**config.mk**
```make
export PLATFORM = sky130hd
export DESIGN_NAME = multi_button_debouncer
export DESIGN_NICKNAME = d
export VERILOG_FILES = /design/src/rtl/multi_button_debouncer.sv
export SDC_FILE = /design/constraint.sdc
export NUM_CORES = 1
export LEC_CHECK = 0
export CORE_UTILIZATION = 55
export DETAILED_ROUTE_END_ITERATION = 10
export PLACE_DENSITY_LB_ADDON = 0.25
export RECOVER_POWER = 25
export SLEW_MARGIN = 0
export SYNTH_ARGS = -nofsm -noshare
export SYNTH_HDL_FRONTEND = slang
export SYNTH_SLANG_ARGS = --single-unit
```
**constraint.sdc**
```tcl
create_clock -name clk -period 7.1 [get_ports clk]
set_input_delay 1.065 -clock clk [delete_from_list [all_inputs] [get_ports clk]]
set_output_delay 1.065 -clock clk [all_outputs]
set_load 0.02 [all_outputs]
```
**src/rtl/multi_button_debouncer.sv**
```systemverilog
// N-channel button conditioner: two-flop synchroniser, symmetric stable-count debounce,
// rise/fall/press pulses with optional auto-repeat, and a lowest-index press reporter.
module multi_button_debouncer #(
   parameter int CHANNELS             = 4,
   parameter int DEBOUNCE_CYCLES      = 1000000,
   parameter int REPEAT_EN            = 1,
   parameter int REPEAT_DELAY_CYCLES  = 50000000,
   parameter int REPEAT_PERIOD_CYCLES = 10000000,
   localparam int EW = (CHANNELS > 1) ? $clog2(CHANNELS) : 1
) (
   input  logic                clk,
   input  logic                rst,
   input  logic [CHANNELS-1:0] pin,
   output logic [CHANNELS-1:0] level,
   output logic [CHANNELS-1:0] rise,
   output logic [CHANNELS-1:0] fall,
   output logic [CHANNELS-1:0] press,
   output logic                event_valid,
   output logic [EW-1:0]       event_ch
);

   localparam int CW = (DEBOUNCE_CYCLES > 1)      ? $clog2(DEBOUNCE_CYCLES)      : 1;
   localparam int DW = (REPEAT_DELAY_CYCLES > 1)  ? $clog2(REPEAT_DELAY_CYCLES)  : 1;
   localparam int PW = (REPEAT_PERIOD_CYCLES > 1) ? $clog2(REPEAT_PERIOD_CYCLES) : 1;
   localparam int RW = (DW > PW) ? DW : PW;

   localparam logic [CW-1:0] CNT_LAST    = CW'(DEBOUNCE_CYCLES - 1);
   localparam logic [RW-1:0] DELAY_LAST  = RW'(REPEAT_DELAY_CYCLES - 1);
   localparam logic [RW-1:0] PERIOD_LAST = RW'(REPEAT_PERIOD_CYCLES - 1);

   typedef enum logic [1:0] {RELEASED, DELAY, REPEAT} rep_state_t;

   logic [EW-1:0] first_ch;

   for (genvar g = 0; g < CHANNELS; g++) begin : g_ch
      logic          sync_a, sync_b;
      logic          level_q, rise_q, fall_q, press_q;
      logic [CW-1:0] cnt;
      logic [RW-1:0] rcnt;
      rep_state_t    state;
      logic          settle, rise_evt, fall_evt;

      // NOTE: settle is decoded from the current count so that level, rise/fall and
      // press all update on the same edge; registering it would add a cycle of skew.
      assign settle   = (sync_b != level_q) && (cnt == CNT_LAST);
      assign rise_evt = settle && sync_b;
      assign fall_evt = settle && !sync_b;

      always_ff @(posedge clk or posedge rst) begin
         if (rst) begin
            sync_a  <= 1'b0;
            sync_b  <= 1'b0;
            level_q <= 1'b0;
            rise_q  <= 1'b0;
            fall_q  <= 1'b0;
            press_q <= 1'b0;
            cnt     <= '0;
            rcnt    <= '0;
            state   <= RELEASED;
         end else begin
            sync_a  <= pin[g];
            sync_b  <= sync_a;
            rise_q  <= rise_evt;
            fall_q  <= fall_evt;
            press_q <= 1'b0;

            if ((sync_b == level_q) || settle) cnt <= '0;
            else                               cnt <= cnt + 1'b1;
            if (settle) level_q <= sync_b;

            // A fall is tested before the terminal count so it suppresses a coincident repeat.
            case (state)
               RELEASED: begin
                  if (rise_evt) begin
                     press_q <= 1'b1;
                     rcnt    <= '0;
                     if (REPEAT_EN != 0) state <= DELAY;
                  end
               end
               DELAY: begin
                  if (fall_evt) begin
                     state <= RELEASED;
                     rcnt  <= '0;
                  end else if (rcnt == DELAY_LAST) begin
                     press_q <= 1'b1;
                     rcnt    <= '0;
                     state   <= REPEAT;
                  end else begin
                     rcnt <= rcnt + 1'b1;
                  end
               end
               REPEAT: begin
                  if (fall_evt) begin
                     state <= RELEASED;
                     rcnt  <= '0;
                  end else if (rcnt == PERIOD_LAST) begin
                     press_q <= 1'b1;
                     rcnt    <= '0;
                  end else begin
                     rcnt <= rcnt + 1'b1;
                  end
               end
               default: begin
                  state <= RELEASED;
                  rcnt  <= '0;
               end
            endcase
         end
      end

      assign level[g] = level_q;
      assign rise[g]  = rise_q;
      assign fall[g]  = fall_q;
      assign press[g] = press_q;
   end

   always_comb begin
      first_ch = '0;
      for (int i = CHANNELS - 1; i >= 0; i--) begin
         if (press[i]) first_ch = EW'(i);
      end
   end

   always_ff @(posedge clk or posedge rst) begin
      if (rst) begin
         event_valid <= 1'b0;
         event_ch    <= '0;
      end else begin
         event_valid <= |press;
         event_ch    <= first_ch;
      end
   end

endmodule

```
* Word-level counts from Yosys, hierarchy flattened *
Index checks and enable logic that the tools add are counted.

storage, ports and cells
  register bits = 219
  input port bits = 6
  output and inout port bits = 19
  logic and storage cells = 191

cells by class
  $add $sub $neg = 8
  equal/unequal tests = 40
  multiplexer cells = 76
  reduce and logical (&&, ||, !) cells = 29

operator list
  cell                   count
  $mux 26                20
  $pmux 26 s3            4
  $add 26x1->26 const B  4
  $eq 26x24->1 const B   4
  $eq 26x26->1 const B   4
  $add 20x1->20 const B  4
  $eq 20x20->1 const B   4
  $mux 20                4
  $mux 2                 20
  $pmux 2 s3             4
  $mux 1                 20
  $ne 2x2->1 const B     8
  $logic_and 1x1->1      12
  $ne 3x3->1 const B     4
  $pmux 1 s3             4
  $reduce_and 3->1       4
  $eq 2x1->1 const B     4
  $eq 2x2->1 const B     4
  $logic_not 2->1        4
  $eq 1x1->1             4
  $logic_not 1->1        4
  $logic_or 1x1->1       4
  $ne 1x1->1             4
  $reduce_or 4->1        1

* Depth between registers and ports, before layout *
Gate-level depths: netlist of run 1.

  word-level depth = 5
  depth in mapped cells = 9
  mapped depth without buffers = 7

* Worst setup path after synthesis of run 1 *
No wires, ideal clock.

  kind = register to register
  start = register g_ch[1].rcnt[8]
  end = register g_ch[1].state[1]
  library setup time = 0.095 ns
  arrival time = 2.250 ns
  data required time = 7.005 ns
  setup slack = 4.754 ns
  cell stages (with the launch flop) = 6
  buffers on the path = 0
  clock period less this slack = 2.346 ns
  path through = dfrtp_1 or4_4 or4_4 or4b_1 o31a_1 o31ai_1

on the way
  word-level cells in the longest chain between the ends = 3

ends and longest elaborated chain
  what                               RTL line  source
  start: declaration                 39        logic [RW-1:0] rcnt;
  start signal: assignment           89        rcnt <= rcnt + 1'b1;
  start signal: assignment           100       rcnt <= rcnt + 1'b1;
  $eq 26x26->1                       84        end else if (rcnt == DELAY_LAST) begin
  $ne 3x3->1 (no source line)        --
  $reduce_and 3->1 (no source line)  --
  end signal: assignment             82        state <= RELEASED;
  end signal: assignment             87        state <= REPEAT;
  end signal: assignment             94        state <= RELEASED;
  end: declaration                   40        rep_state_t state;

Every way passes these cells.
A chain may end at the register's enable or synchronous reset.

==> results of run 1 <==
## worst register-to-register path: stages (launching register included)
cell     delay (ns)
dfrtp_1        0.38
ha_1           0.22
and4_1         0.30
nand4_1        0.24
o31a_1         0.74
a211o_1        0.66
or3b_2         0.56
nand3_1        0.10
## stage by stage
step	worst slack, ns	hold slack [ns]	instance area (um^2)	total power (uW)
4_1_cts	3.85	0.348	13000	2580
5_1_grt	1.86	0.367	13000	2630
3_3_place_gp	3.95	0.334	12200	1340
6_report	2.63	0.346	13000	2540
2_1_floorplan	0.0423	0.331	11800	1320
3_5_place_dp	3.87	0.335	12200	1340
## power breakdown
group	switching (uW)	leakage (uW)	internal, uW
logic	37.0	0.00186	9.86
registers	6.86	0.00303	1260
clock network	501	0.000390	726
## path summary, 6_finish.rpt
check,start,end,slack (ns),depth (start not counted)
max,rst,g_ch[1].fall_q,2.63,3
min,g_ch[1].sync_a,g_ch[1].sync_b,0.35,0
max reg2reg,g_ch[1].cnt[0],g_ch[1].rcnt[13],3.85,7
min reg2reg,g_ch[1].sync_a,g_ch[1].sync_b,0.35,0
max in group clk,g_ch[1].cnt[0],g_ch[1].rcnt[13],3.85,7
min in group asynchronous,rst,g_ch[0].rcnt[17],2.29,2
## routing by layer
layer	share of wire	GRT usage	vias up
li1	-	-	4733
met2	0.46	0.361	178
met3	0.039	0.0301	32
met1	0.48	0.322	4552
met4	0.019	0.0686	0
met5	0	0	-
## area by class of cell
class                           instances  area [um^2]  share of cell area
Timing Repair Buffer                   30          285              0.0220
Multi-Input combinational cell        997         5920               0.457
Inverter                               37          140              0.0108
Clock buffer                           35          703              0.0543
Clock inverter                          9         81.3             0.00628
Sequential cell                       219         5480               0.423
Tap cell                              275          344              0.0266
## cells in the final DEF, fill, tap and decap left out, drive strengths merged, types with 22 or more instances in the layout
| cell type | netlist | final |
|---|---|---|
| ha | 24 | 24 |
| inv | 37 | 37 |
| o21ai | 56 | 56 |
| nand2 | 173 | 173 |
| o311ai | 44 | 44 |
| or3 | 22 | 22 |
| dfrtp | 219 | 219 |
| xor2 | 44 | 44 |
| nor2 | 135 | 135 |
| nor3 | 29 | 29 |
| and3 | 31 | 31 |
| nand3 | 145 | 145 |
| nand4 | 34 | 34 |
| xnor2 | 27 | 27 |
| a21oi | 28 | 28 |
| clkbuf | 29 | 35 |
## logic make-up (layout without fill, tap and decap cells)
group / after synthesis / in the layout / share of synthesized area
and+or+nand+nor: 688 / 688 / 0.295
DFF: 219 / 219 / 0.464
AOI/OAI and AO/OA: 202 / 202 / 0.117
buffers and inverters: 93 / 111 / 0.0356
xor gates and xnor gates: 71 / 71 / 0.0526
adders and majority gates: 24 / 24 / 0.0254
muxes: 12 / 12 / 0.0105
==> qor.yml, run 1 <==
critical_path:
  path_max_fanout: 98
  cp-start-kind: "input port"
  crit_chain: "dlygate4sd3_1 -> clkinvlp_2 -> buf_4"
  timing.critical_path.slowest_stage_cell: "clkinvlp_2"
  cp-end-kind: "async pin"
  required_ns: 7.65
  arrival_ns: 5.02
  worst-path-buf-inv: 3
  crit_path_max_incr_delay_ns: 2.39
  crit_type: "in -> async"
  crit_family: "buffers and inverters"
placed_design:
  portBuffers: 24
  place_hpwl_um: 15900
  dp.cells: 1558
  place.gp.congestion: 0.829
logic_synthesis:
  synthCells: 1309
  synthArstFlopShare: 1.00
  avgSynthCellArea_um2: 9.03
  synth_area_leader_cell: "dfrtp_1"
  synthTopCellsByArea: "dfrtp_1, nand3_1, nand2_1"
  synth_area_mm2: 0.0118
  yosysMostFrequentCell: "dfrtp_1"
  ys_seq_area_frac: 0.464
  ys_top_cells_by_count: "dfrtp_1, nand2_1, nand3_1"
  synth_seq_cells: 219
  synth_edf_count: 0
  synthDominantCellAreaShare: 0.464
  ys_types: 63
  syn_nets: 1339
  ys_warn_count: 0
  synthFlopType: "dfrtp_1"
clocking:
  clock_path_buffers: 3
  cts_tree: "yes"
  numCtsBuffers: 25
  htreeDepth: 1
  postCtsSetupRepairBufs: 0
  cts_resized: 0
  holdBufCountCts: 0
  cts_root_buf: "clkbuf_16"
  cts_sinks: 219
  clkLatencyLatePin_ns: 0.52
  clkSlewWorstSetupHoldPaths_ns: 0.06
floorplanning:
  io_pins: 25
  die_w_um: 149
  die_h_um: 149
  core_mm2: 0.0210
  fp.dieArea_mm2: 0.0221
  num_rows: 53
  initial_core_util: 0.562
sta:
  final_max_slew_viol_count: 99
  rsz0062_at_grt: "false"
  post-route-period-util: 0.629
  setup_tns_ns: 0
  period_minus_slack_ns: 4.47
  fmax_mhz: 224
  worstMarginPinSlew_ns: 4.27
  fin_worst_skew_ns: 0.00803
  max_slew_margin: -1.86
  final_hold_viol_count: 0
  finalSetupViolCount: 0
detailed_routing:
  drt_first_pass_iters: 5
  vias: 9495
  post_drt_via_cell_ratio: 5.93
  wl_per_cell_um: 15.1
  wirelength_um: 24100
  antenna_left: 0
  drt_iter0_markers: 563
  drc: 0
cells_and_area:
  regMostFlops: "g_ch.rcnt"
  syn_to_final_growth_pct: 9.59
  postLayoutCoreUtil: 0.616
  antenna_cells: 0
  largest_register_ffs: 104
  drive_gt1_frac: 0.0497
  fillers: 1762
  nets: 1340
  instances_no_fill: 1602
  reg_top3: "g_ch.rcnt (104), g_ch.cnt (80), g_ch.state (8)"
power_and_ir_drop:
  p_per_area_mw_per_mm2: 196
  irDropWorstVdd_mv: 0.146
  p_leak_uw: 0.00528
outcome:
  violations: "capacitance limit, slew limit"
  status: "finished, violations left"
grt:
  grt_pass1_wl_um: 42000
  grt_max_degree: 99
  grt_pass1_vias: 8917
  grt_remaining_overflow: 0
  grt_antenna_before_repair: 1
  grt.total_usage: 0.226
run:
  maxCapViolCount: 1
hold_path:
  worstHoldPathType: "reg -> reg"
Note: power is estimated with default switching activity, not from simulation.
==> run 2, diff against run 1 <==
==> constraint.sdc (replaced) <==
create_clock -name clk -period 3.7 [get_ports clk]
set_input_delay 0.555 -clock clk [delete_from_list [all_inputs] [get_ports clk]]
set_output_delay 0.555 -clock clk [all_outputs]
set_load 0.02 [all_outputs]
==> run 2 against run 1 <==
Compared with the run above: the flow now finishes without violations; non-clock buffer count is 7 higher; flip-flop and latch count unchanged; clock skew up 0.0050 ns; clock-buffer cell count decreased by 1; power up 98%; critical path type is now reg -> reg; largest cell class unchanged; largest power group is now the clock network.
==> qor.yml, run 2 (synthesized netlist as in run 1, its figures left out) <==
sta:
  final_max_slew_viol_count: 0  # -100%
  rsz0062_at_grt: "false"
  setup_tns_ns: 0  # unchanged
  finalSetupViolCount: 0  # unchanged
  worstMarginPinSlew_ns: 1.34  # -2.93 ns
  fmax_mhz: 360
  post-route-period-util: 0.751
  setup_ws_ns: 0.921  # -1.71 ns
  final_hold_viol_count: 0  # unchanged
  fin_worst_skew_ns: 0.0130  # +0.00498 ns
  max_slew_margin: 0.104  # +1.97
  period_minus_slack_ns: 2.78
detailed_routing:
  wl_per_cell_um: 15.4  # +2.1%
  drc: 0  # unchanged
  wirelength_um: 24700  # +2.4%
  vias: 9583  # +0.93%
  post_drt_via_cell_ratio: 5.96  # +0.61%
  antenna_left: 0  # unchanged
  drt_first_pass_iters: 6  # +1
  drt_iter0_markers: 686  # +22%
placed_design:
  portBuffers: 24  # unchanged
  place.gp.congestion: 0.859  # +3.6%
  dp_slack_ns: 0.937  # -2.93 ns
  place_hpwl_um: 16300  # +3.0%
grt:
  grt_antenna_before_repair: 0  # -1
  grt_pass1_vias: 9247  # +3.7%
  grt_max_degree: 55  # -44%
  grt_remaining_overflow: 0  # unchanged
  grt_pass1_wl_um: 42900  # +2.3%
  grt.total_usage: 0.232  # +0.00538
critical_path:
  cp-start-kind: "register"
  cp-end-kind: "register"
  timing.critical_path.slowest_stage_cell: "or3_1"
  crit_path_max_incr_delay_ns: 0.48  # -1.91 ns
  reg2reg_to: "g_ch[0].rcnt[10]"
  r2r_cells: 8  # +1
  path_max_fanout: 11  # -89%
  r2r_setup_slack_ns: 0.92  # -2.93 ns
  crit_chain: "ha_1 -> and4_1 -> nand3_1 -> or3_1 -> nand2_1 -> nand2_1 -> buf_4 -> o311ai_1"
  required_ns: 4.11  # -3.54 ns
  r2r-start: "g_ch[0].cnt[0]"
  crit_top_cell: "nand2_1"
  crit_type: "reg -> reg"
  arrival_ns: 3.19  # -1.83 ns
floorplanning:
  num_rows: 53  # unchanged
  fp.dieArea_mm2: 0.0221  # unchanged
  core_mm2: 0.0210  # unchanged
  die_w_um: 149  # unchanged
  die_h_um: 149  # unchanged
  initial_core_util: 0.562  # unchanged
  io_pins: 25  # unchanged
cells_and_area:
  nets: 1347  # +0.52%
  regArea_mm2: 0.00548  # unchanged
  drive_gt1_frac: 0.0548  # +0.00507
  fillers: 1746  # -0.91%
  final_common_cell: "dfrtp_1"
  regMostFlops: "g_ch.rcnt"
  antenna_cells: 0  # unchanged
  largest_register_ffs: 104  # unchanged
  reg_top3: "g_ch.rcnt (104), g_ch.cnt (80), g_ch.state (8)"
  multiInputGateArea_mm2: 0.00592  # unchanged
  syn_to_final_growth_pct: 10.4
  final_cell_mix: "dfrtp_1, nand2_1, nand3_1"
power_and_ir_drop:
  p_leak_uw: 0.00532  # +0.84%
  p_per_area_mw_per_mm2: 384  # +96%
  irDropWorstVdd_mv: 0.298  # +100%
  power_uw: 5010  # +98%
clocking:
  cts_resized: 0  # unchanged
  cts_root_buf: "clkbuf_16"
  postCtsSetupRepairBufs: 0  # unchanged
  htreeDepth: 1  # unchanged
  clkSlewWorstSetupHoldPaths_ns: 0.06  # about the same
  cts_tree: "yes"
  cts_sinks: 219  # unchanged
  numCtsBuffers: 25  # unchanged
  clkLatencyLatePin_ns: 0.52  # about the same
  holdBufCountCts: 0  # unchanged
  clock_path_buffers: 3  # unchanged
hold_path:
  hp-start: "g_ch[3].sync_a"
  whs_path_depth: 0  # unchanged
  worstHoldPathType: "reg -> reg"
  whs_endpoint: "g_ch[3].sync_b"
outcome:
  status: "finished clean"
run:
  maxCapViolCount: 0  # -1
==> run 2: cell types whose count changed in the layout (fill, tap and decap cells not counted) <==
cell and delta:
clkbuf_2 +2, buf_4 +5, clkbuf_1 -2, clkbuf_8 +1, inv_6 -1, clkinv_2 -2
clkinvlp_4 +2, bufinv_16 +2, clkinv_4 -2
==> run 2: final cells by class <==
cell class,count,share of cell area
multi-input combinational,997,0.454
tap,275,0.0264
clock inverter,8,0.00921
clock buffer,34,0.0544
sequential,219,0.420
timing repair buffer,37,0.0255
inverter,37,0.0107
==> run 2: how the worst max path moves through the flow <==
stage,start,end,slack (ns),cells past startpoint
2_1_floorplan,rst,event_ch[0],0.29,1
3_3_place_gp,g_ch[1].rcnt[8],g_ch[1].rcnt[13],0.96,6
3_5_place_dp,g_ch[0].cnt[0],g_ch[0].rcnt[24],0.94,8
4_1_cts,g_ch[0].cnt[0],g_ch[0].rcnt[10],0.93,8
5_1_grt,g_ch[3].cnt[8],g_ch[3].rcnt[16],0.67,6
6_report,g_ch[0].cnt[0],g_ch[0].rcnt[10],0.92,8
==> run 2: per-layer routing <==
layer / GRT usage / share of wire / up-vias / routed length, um
met5: 0 / 0 / - / 0
met4: 0.0675 / 0.019 / 0 / 470
met3: 0.0298 / 0.038 / 31 / 933
met2: 0.377 / 0.47 / 184 / 11500
met1: 0.324 / 0.48 / 4616 / 11800
li1: - / - / 4752 / -
==> run 2: critical path: cells and delay by family, from the launching register on <==
family                     cells  cell delay (ns)
adders and majority gates      1             0.25
and+or+nand+nor                5             1.47
buffers and inverters          1             0.29
DFF                            1             0.39
AOI/OAI and AO/OA              1             0.27
==> run 2: stage by stage <==
stage,area [um^2],utilization,std cells,hold slack [ns]
6_report,13000,0.621,1607,0.339
5_1_grt,13000,0.621,1607,0.352
4_1_cts,13100,0.622,1607,0.346
3_5_place_dp,12300,0.583,1565,0.336
3_3_place_gp,12300,0.583,1565,0.335
2_1_floorplan,11800,-,1309,0.331
==> run 2: power breakdown <==
| group | switching (uW) | internal [uW] |
|---|---|---|
| Sequential | 13.9 | 2410 |
| Clock | 956 | 1540 |
| Combinational | 72.7 | 20.8 |
| Total | 1040 | 3970 |
==> run 3, diff against run 2 <==
==> constraint.sdc (replaced) <==
create_clock -name clk -period 2.8 [get_ports clk]
set_input_delay 0.42 -clock clk [delete_from_list [all_inputs] [get_ports clk]]
set_output_delay 0.42 -clock clk [all_outputs]
set_load 0.02 [all_outputs]
==> run 3 against run 2 <==
Compared with the run above: power is 27% higher; clock power grew 21%; clock-buffer cell count is 4 higher; clock skew down 0.0010 ns; core utilization up 0.32 points; non-clock buffer count up 17; die area unchanged; sequential share of layout area shrank 0.22 points; largest power group is now registers; flip-flop and latch count stayed put; via count increased by 0.62%.
==> qor.yml, run 3 (synthesized netlist as in run 1, its figures left out) <==
outcome:
  status: "finished clean"
power_and_ir_drop:
  power_uw: 6350  # +27%
  irDropWorstVdd_mv: 0.412  # +38%
  p_per_area_mw_per_mm2: 484  # +26%
  p_leak_uw: 0.00538  # +1.1%
cells_and_area:
  largest_register_ffs: 104  # unchanged
  final_cell_mix: "dfrtp_1, nand2_1, nand3_1"
  antenna_cells: 0  # unchanged
  instances_no_fill: 1624  # +1.1%
  regMostFlops: "g_ch.rcnt"
  drive_gt1_frac: 0.0645  # +0.00969
  fin_area_mm2: 0.0131  # +0.52%
  nets: 1363  # +1.2%
  syn_to_final_growth_pct: 10.9
  final_common_cell: "dfrtp_1"
  reg_top3: "g_ch.rcnt (104), g_ch.cnt (80), g_ch.state (8)"
floorplanning:
  die_h_um: 149  # unchanged
  fp.dieArea_mm2: 0.0221  # unchanged
  core_mm2: 0.0210  # unchanged
  die_w_um: 149  # unchanged
  num_rows: 53  # unchanged
  io_pins: 25  # unchanged
  initial_core_util: 0.562  # unchanged
detailed_routing:
  antenna_left: 0  # unchanged
  post_drt_via_cell_ratio: 5.94  # -0.44%
  vias: 9642  # +0.62%
  drc: 0  # unchanged
  drt_iter0_markers: 654  # -4.7%
  drt_first_pass_iters: 5  # -1
  wirelength_um: 24800  # +0.29%
  wl_per_cell_um: 15.3  # -0.76%
clocking:
  clock_path_buffers: 3  # unchanged
  clkLatencyLatePin_ns: 0.52  # about the same
  clkSlewWorstSetupHoldPaths_ns: 0.06  # about the same
  cts_sinks: 219  # unchanged
  htreeDepth: 1  # unchanged
  cts_tree: "yes"
  holdBufCountCts: 0  # unchanged
  numCtsBuffers: 24  # -4.0%
  cts_root_buf: "clkbuf_16"
placed_design:
  portBuffers: 24  # unchanged
  placed_area_mm2: 0.0124  # +1.1%
  place.gp.congestion: 0.865  # +0.71%
  dp.cells: 1582  # +1.1%
  place_hpwl_um: 16500  # +0.99%
sta:
  worstMarginPinSlew_ns: 1.22  # -0.126 ns
  rsz0062_at_grt: "false"
  period_minus_slack_ns: 2.66  # -0.120 ns
  fmax_mhz: 376  # +4.5%
  holdWs_ns: 0.348  # +0.00834 ns
  post-route-period-util: 0.950  # +0.199
  final_max_slew_viol_count: 0  # unchanged
  final_hold_viol_count: 0  # unchanged
  fin_worst_skew_ns: 0.0120  # -0.00102 ns
  finalSetupViolCount: 0  # unchanged
  max_slew_margin: 0.188  # +0.0841
  setup_tns_ns: 0  # unchanged
critical_path:
  r2r_setup_slack_ns: 0.14  # -0.78 ns
  r2r_cells: 7  # -1
  cp-start-kind: "register"
  cp-end-kind: "register"
  path_max_fanout: 9  # -2
  r2r-start: "g_ch[1].rcnt[8]"
  required_ns: 3.21  # -0.90 ns
  crit_type: "reg -> reg"
  arrival_ns: 3.07  # -0.12 ns
  reg2reg_to: "g_ch[1].rcnt[11]"
hold_path:
  worstHoldPathType: "reg -> reg"
  hp-start: "g_ch[2].sync_a"
  whs_endpoint: "g_ch[2].sync_b"
  whs_path_depth: 0  # unchanged
grt:
  grt_pass1_vias: 8946  # -3.3%
  grt_pass1_wl_um: 42600  # -0.69%
  grt_antenna_before_repair: 0  # unchanged
  grt_remaining_overflow: 0  # unchanged
  grt_max_degree: 78  # +42%
  grt.total_usage: 0.232  # about the same
run:
  maxCapViolCount: 0  # unchanged
-- run 3: cell types whose count changed in the layout (fill, tap and decap cells not counted), sizes merged --
cell	delta
buf	+17
clkbuf	+4
bufinv	-3
clkinvlp	-1
-- run 3: per-stage QoR --
step,setup slack [ns],util
2_1_floorplan,-0.474,-
3_5_place_dp,0.173,0.589
4_1_cts,0.157,0.625
6_report,0.140,0.624
3_3_place_gp,0.244,0.589
5_1_grt,0.00154,0.624
-- run 3: repair_timing --
item,4_1_cts,5_1_grt
setup buffers,0,0
endpoints found under the hold margin,0,0
endpoints found under the setup margin,0,1
gates resized for setup,0,1
-- run 3: worst max-delay path: stages, from the launching register on --
cell and delay, ns:
dfrtp_1 0.45, or4_4 0.56, or4_4 0.53, o21ai_2 0.25
a211o_1 0.32, buf_4 0.21, nor4_1 0.06, a21o_1 0.16
-- run 3: worst max path at each step --
stage | slack, ns | endpoint | start
after floorplan | -0.47 | event_ch[0] | rst
after global placement | 0.24 | g_ch[1].rcnt[11] | g_ch[1].rcnt[8]
after detailed placement | 0.17 | g_ch[1].rcnt[8] | g_ch[1].rcnt[8]
after CTS | 0.16 | g_ch[1].rcnt[11] | g_ch[1].rcnt[8]
after global routing | 0.002 | g_ch[0].rcnt[17] | g_ch[0].rcnt[7]
final | 0.14 | g_ch[1].rcnt[11] | g_ch[1].rcnt[8]
-- run 3: area by class of cell --
cell class / count / area (um^2)
timing repair buffer: 54 / 473
multi-input combinational: 997 / 5920
clock buffer: 38 / 734
inverter: 37 / 140
tap: 275 / 344
fill: 1729 / 7910
sequential: 219 / 5480
clock inverter: 4 / 22.5
-- run 3: metal layers --
layer	track usage	part of all wire	vias up
li1	-	-	4769
met1	0.332	0.47	4657
met2	0.375	0.47	179
met3	0.0270	0.036	37
met4	0.0588	0.020	0
met5	0	0	-
-- run 3: power by group --
part	internal (uW)	switching [uW]	total, uW
sequential	3190	18.3	3200
clock	1790	1240	3020
combinational	27.6	94.0	122
total	5000	1350	6350
